File: src/rtl/lerp2_sweep.sv
// Raster sequencer feeding lerp2: one lerp2 evaluation per sample of an X x Y cell.
// LERP2_SWEEP_CORNER_BYPASS_EN: sample (0,0) returns p0 directly without lerp2.
module lerp2_sweep #(
  parameter int WIDTH = 32,
  parameter int FBITS = 16,
  parameter int CW    = 8
) (
  input  logic             clock,
  input  logic             reset,
  input  logic             cmd_valid,
  output logic             cmd_ready,
  input  logic [WIDTH-1:0] cmd_p0,
  input  logic [WIDTH-1:0] cmd_p1,
  input  logic [WIDTH-1:0] cmd_p2,
  input  logic [WIDTH-1:0] cmd_p3,
  input  logic [CW-1:0]    cmd_X,
  input  logic [CW-1:0]    cmd_Y,
  output logic [WIDTH-1:0] lerp_p0,
  output logic [WIDTH-1:0] lerp_p1,
  output logic [WIDTH-1:0] lerp_p2,
  output logic [WIDTH-1:0] lerp_p3,
  output logic [WIDTH-1:0] lerp_x,
  output logic [WIDTH-1:0] lerp_y,
  output logic [WIDTH-1:0] lerp_X,
  output logic [WIDTH-1:0] lerp_Y,
  output logic             lerp_start,
  input  logic             lerp_done,
  input  logic             lerp_error,
  input  logic [WIDTH-1:0] lerp_val,
  output logic             out_valid,
  input  logic             out_ready,
  output logic [WIDTH-1:0] out_val,
  output logic [CW-1:0]    out_x,
  output logic [CW-1:0]    out_y,
  output logic             out_last,
  output logic             busy,
  output logic             error
);

  typedef enum logic [1:0] {
    IDLE, ISSUE, WAIT, OUT
  } state_t;

  state_t state_q, state_d;

  logic [WIDTH-1:0] p0_q, p0_d, p1_q, p1_d;
  logic [WIDTH-1:0] p2_q, p2_d, p3_q, p3_d;
  logic [WIDTH-1:0] val_q, val_d;
  logic [CW-1:0]    cx_q, cx_d, cy_q, cy_d;
  logic [CW-1:0]    ix_q, ix_d, iy_q, iy_d;
  logic             err_q, err_d;

  logic end_x, end_y, last_w;

  assign end_x  = (ix_q == cx_q - CW'(1));
  assign end_y  = (iy_q == cy_q - CW'(1));
  assign last_w = end_x && end_y;

  always_ff @(posedge clock or posedge reset) begin
    if (reset) begin
      state_q <= IDLE;
      p0_q    <= '0;
      p1_q    <= '0;
      p2_q    <= '0;
      p3_q    <= '0;
      val_q   <= '0;
      cx_q    <= '0;
      cy_q    <= '0;
      ix_q    <= '0;
      iy_q    <= '0;
      err_q   <= 1'b0;
    end else begin
      state_q <= state_d;
      p0_q    <= p0_d;
      p1_q    <= p1_d;
      p2_q    <= p2_d;
      p3_q    <= p3_d;
      val_q   <= val_d;
      cx_q    <= cx_d;
      cy_q    <= cy_d;
      ix_q    <= ix_d;
      iy_q    <= iy_d;
      err_q   <= err_d;
    end
  end

  always_comb begin
    state_d = state_q;
    p0_d    = p0_q;
    p1_d    = p1_q;
    p2_d    = p2_q;
    p3_d    = p3_q;
    val_d   = val_q;
    cx_d    = cx_q;
    cy_d    = cy_q;
    ix_d    = ix_q;
    iy_d    = iy_q;
    err_d   = 1'b0;
    unique case (state_q)
      IDLE: begin
        if (cmd_valid) begin
          p0_d = cmd_p0;
          p1_d = cmd_p1;
          p2_d = cmd_p2;
          p3_d = cmd_p3;
          cx_d = cmd_X;
          cy_d = cmd_Y;
          if (cmd_X == '0 || cmd_Y == '0) begin
            err_d = 1'b1;
          end else begin
            ix_d = '0;
            iy_d = '0;
`ifdef LERP2_SWEEP_CORNER_BYPASS_EN
            val_d   = cmd_p0;
            state_d = OUT;
`else
            state_d = ISSUE;
`endif
          end
        end
      end
      ISSUE: state_d = WAIT;
      WAIT: begin
        if (lerp_done) begin
          if (lerp_error) begin
            err_d   = 1'b1;
            state_d = IDLE;
          end else begin
            val_d   = lerp_val;
            state_d = OUT;
          end
        end
      end
      OUT: begin
        if (out_ready) begin
          if (last_w) begin
            state_d = IDLE;
          end else begin
            if (end_x) begin
              ix_d = '0;
              iy_d = iy_q + CW'(1);
            end else begin
              ix_d = ix_q + CW'(1);
            end
            state_d = ISSUE;
          end
        end
      end
      default: state_d = IDLE;
    endcase
  end

  always_comb begin
    cmd_ready  = (state_q == IDLE);
    busy       = (state_q != IDLE);
    lerp_start = (state_q == ISSUE);
    out_valid  = (state_q == OUT);
    out_last   = (state_q == OUT) && last_w;
    error      = err_q;
    out_val    = val_q;
    out_x      = ix_q;
    out_y      = iy_q;
    lerp_p0    = p0_q;
    lerp_p1    = p1_q;
    lerp_p2    = p2_q;
    lerp_p3    = p3_q;
    // zero-extended integer indices moved into fixed point
    lerp_x     = WIDTH'(ix_q) << FBITS;
    lerp_y     = WIDTH'(iy_q) << FBITS;
    lerp_X     = WIDTH'(cx_q) << FBITS;
    lerp_Y     = WIDTH'(cy_q) << FBITS;
  end

endmodule

File: config.mk
export PLATFORM = sky130hd
export DESIGN_NAME = lerp2_sweep
export DESIGN_NICKNAME = d
export VERILOG_FILES = /design/src/rtl/lerp2_sweep.sv
export SDC_FILE = /design/constraint.sdc
export NUM_CORES = 1
export LEC_CHECK = 0
export CORE_AREA = 2 2 191 193
export DETAILED_ROUTE_END_ITERATION = 6
export DIE_AREA = 0 0 193 195
export PLACE_DENSITY = 0.65
export REMOVE_ABC_BUFFERS = 1
export SYNTH_ARGS = -nofsm -noshare
export SYNTH_HDL_FRONTEND = slang
export SYNTH_SLANG_ARGS = --single-unit
File: constraint.sdc
create_clock -name clock -period 8.3 [get_ports clock]
set_clock_uncertainty 0.1 [all_clocks]
set_input_delay 2.075 -clock clock [delete_from_list [all_inputs] [get_ports clock]]
set_output_delay 2.075 -clock clock [all_outputs]
set_load 0.005 [all_outputs]
==> impl_metrics.ini <==
[die]
die_y_um = 195
die_w_um = 193
core_area_mm2 = 0.0354
initial_core_util_pct = 25.7
ios = 492
rows = 69
die-area_mm2 = 0.0376

[clocking]
cts_buffers = 17
ctsRootBufferMaster = clkbuf_16
cts_sinks = 195
postCtsHoldBufs = 0
cts_resized = 0
htreeDepth = 4
clkTransAtPathRegs_ns = 0.07
cts_tree = built
clockBufferDepth = 2
clk_latency_ns = 0.44
cts_setup_buffers = 0

[global_routing]
grt_pass1_wl_um = 41100
antenna_found_initial = 0
globalRouteTotalUtil_pct = 14.0
grt_max_degree = 128
grt_pass1_vias = 7589
overflow = 0

[routing]
firstDrtPassIters = 4
wl_per_cell_um = 14.7
drt-initial-drc-count = 325
postRouteAntennaNets = 0
drcViolationCount = 0
totalWireLength_um = 26600
viasPerCell = 4.13
vias = 7500

[timing]
setup_tns_ns = 0
maxSlewHeadroom_pct = 37.6
rsz0062_at_grt = false
setup_viol = 0
fmax_mhz = 179
drv_slew = 0
fin_crit_ns = 5.59
hold_violations = 0
period_share_pct = 67.3
worst_pin_slew_ns = 0.937

[min_path]
holdCritStartpoint = lerp_p2[3]
worst_hold_path_type = flip-flop to flip-flop

[synthesis]
ys_ff_latch = 195
ys.warnings.count = 0
netlist_top_cells_count = nand2_1, dfrtp_1, buf_4, clkbuf_1, mux2_2
synth_top_area_share_pct = 53.7
synth.distinct_cells = 58
synthCells = 984
synth_flop_cell = dfrtp_1
synth_area_per_cell_um2 = 9.23
synth_area_leaders = dfrtp_1, nand2_1, buf_4, mux2_2, xnor2_1
yosysMostFrequentCell = nand2_1
synth_edf_count = 0
synthArstFlopShare_pct = 100
ys_seq_area_share_pct = 53.7
yosysTopAreaCell = dfrtp_1
syn_area_mm2 = 0.00908

[critical_path]
startpoint = cy_q[0]
crit_arrival_ns = 3.41
required_ns = 6.12
crit-reg2reg-launch = state_q[0]
worstSetupPathType = flip-flop to output pin
end_kind = output pin
cp_max_fo = 5
startpoint_type = flip-flop

[pwr]
leakage_nw = 6.24
peakVddDrop_mv = 0.155
powerDensity_mw_per_mm2 = 313

[flow_run]
max_cap_violations = 0

[placed_design]
dpl.hpwl_um = 19600
portBuffers = 395
gp_congestion = 0.798
post-place-cells = 1786

[final_layout]
area_growth_pct = 48.9
fin_cells = 1815
drive_gt1_share_pct = 6.50
n_antenna_cell = 0
finalNetCount = 1530
nFillCells = 3551

[run_status]
outcome = completed
through the flow:
step / area [um2] / utilization, % / setup WS (ns) / hold WS [ns] / total power [mW]
global route: 13500 / 38.2 / 2.47 / 0.391 / 4.54
global placement: 13000 / 36.7 / 3.25 / 0.357 / 3.47
finish: 13500 / 38.2 / 2.71 / 0.371 / 4.23
floorplan: 8400 / - / 0.813 / 0.370 / 2.35
detailed placement: 13000 / 36.7 / 3.16 / 0.361 / 3.51
CTS: 13500 / 38.2 / 2.70 / 0.378 / 4.30
critical path: stages (launching register included):
cell	delay (ns)
dfrtp_1	0.43
inv_1	0.08
ha_1	0.32
xor2_1	0.15
nand2_1	0.07
a2111oi_1	0.66
o2111ai_4	0.32
nor3_2	0.37
clkdlybuf4s50_1	0.57
worst paths after layout:
check                           slack (ns)  cells past startpoint          end
worst min-delay path                  0.37                      2   lerp_p2[3]
min in group asynchronous             2.08                      2  lerp_p2[31]
worst max-delay path                  2.71                      8     out_last
worst max register to register        5.04                      7     out_y[7]
worst min register to register        0.37                      2   lerp_p2[3]
max in group asynchronous             4.42                      3   lerp_p3[8]
cell usage in the layout (no fill, tap or decap), types with 4 or more instances in the layout:
cell type,synthesis,final
xor2_1,5,5
clkbuf_16,0,17
nor3_1,5,5
a21oi_1,16,16
nand2_1,439,438
nand3_1,8,8
o31ai_1,6,6
o21ai_0,11,11
nor2_1,16,16
or4_1,13,13
inv_1,12,11
clkinv_2,0,4
or3_1,5,5
dfrtp_1,195,195
buf_4,113,5
ha_1,4,4
xnor2_1,15,15
clkdlybuf4s50_1,0,395
conb_1,1,96
mux2_2,33,33
nand4_1,4,4
logic make-up after synthesis:
group	Yosys count	synth area share [%]
simple gates	510	23.1
other cells	1	0.0413
fa+ha+maj	4	0.551
flops	195	53.7
xor+xnor	21	2.11
mux	33	4.09
buf+inv	166	11.9
compound gates	54	4.46
flip-flops by register name, summed over array words and instances (netlist names):
name	cells
cy_q	8
cx_q	8
error	1
lerp_p1	32
out_x	8
out_val	32
lerp_p0	32
state_q	2
lerp_p2	32
lerp_p3	32
out_y	8
layer usage:
metal	track usage [%]	vias to the layer above	share of wire, %
li1	-	3641	-
met3	5.30	9	8.8
met4	3.48	0	0.94
met1	15.9	3577	39
met5	0	-	0
met2	24.5	273	51
report_power, final:
part / total, mW / internal (mW) / leakage (nW) / switching, mW
clock network: 0.764 / 0.394 / 0.253 / 0.371
registers: 1.63 / 1.35 / 2.45 / 0.279
logic: 1.84 / 1.08 / 3.53 / 0.760
layout make-up:
cell class	instances	area, um2	share of cell area, %
sequential	195	4880	36.1
inverter	12	52.6	0.389
timing repair buffer	400	3990	29.5
multi-input combinational	718	3500	25.9
clock inverter	9	61.3	0.454
tap	461	577	4.27
clock buffer	20	457	3.38
No activity file was read; power rests on OpenSTA's default activity.
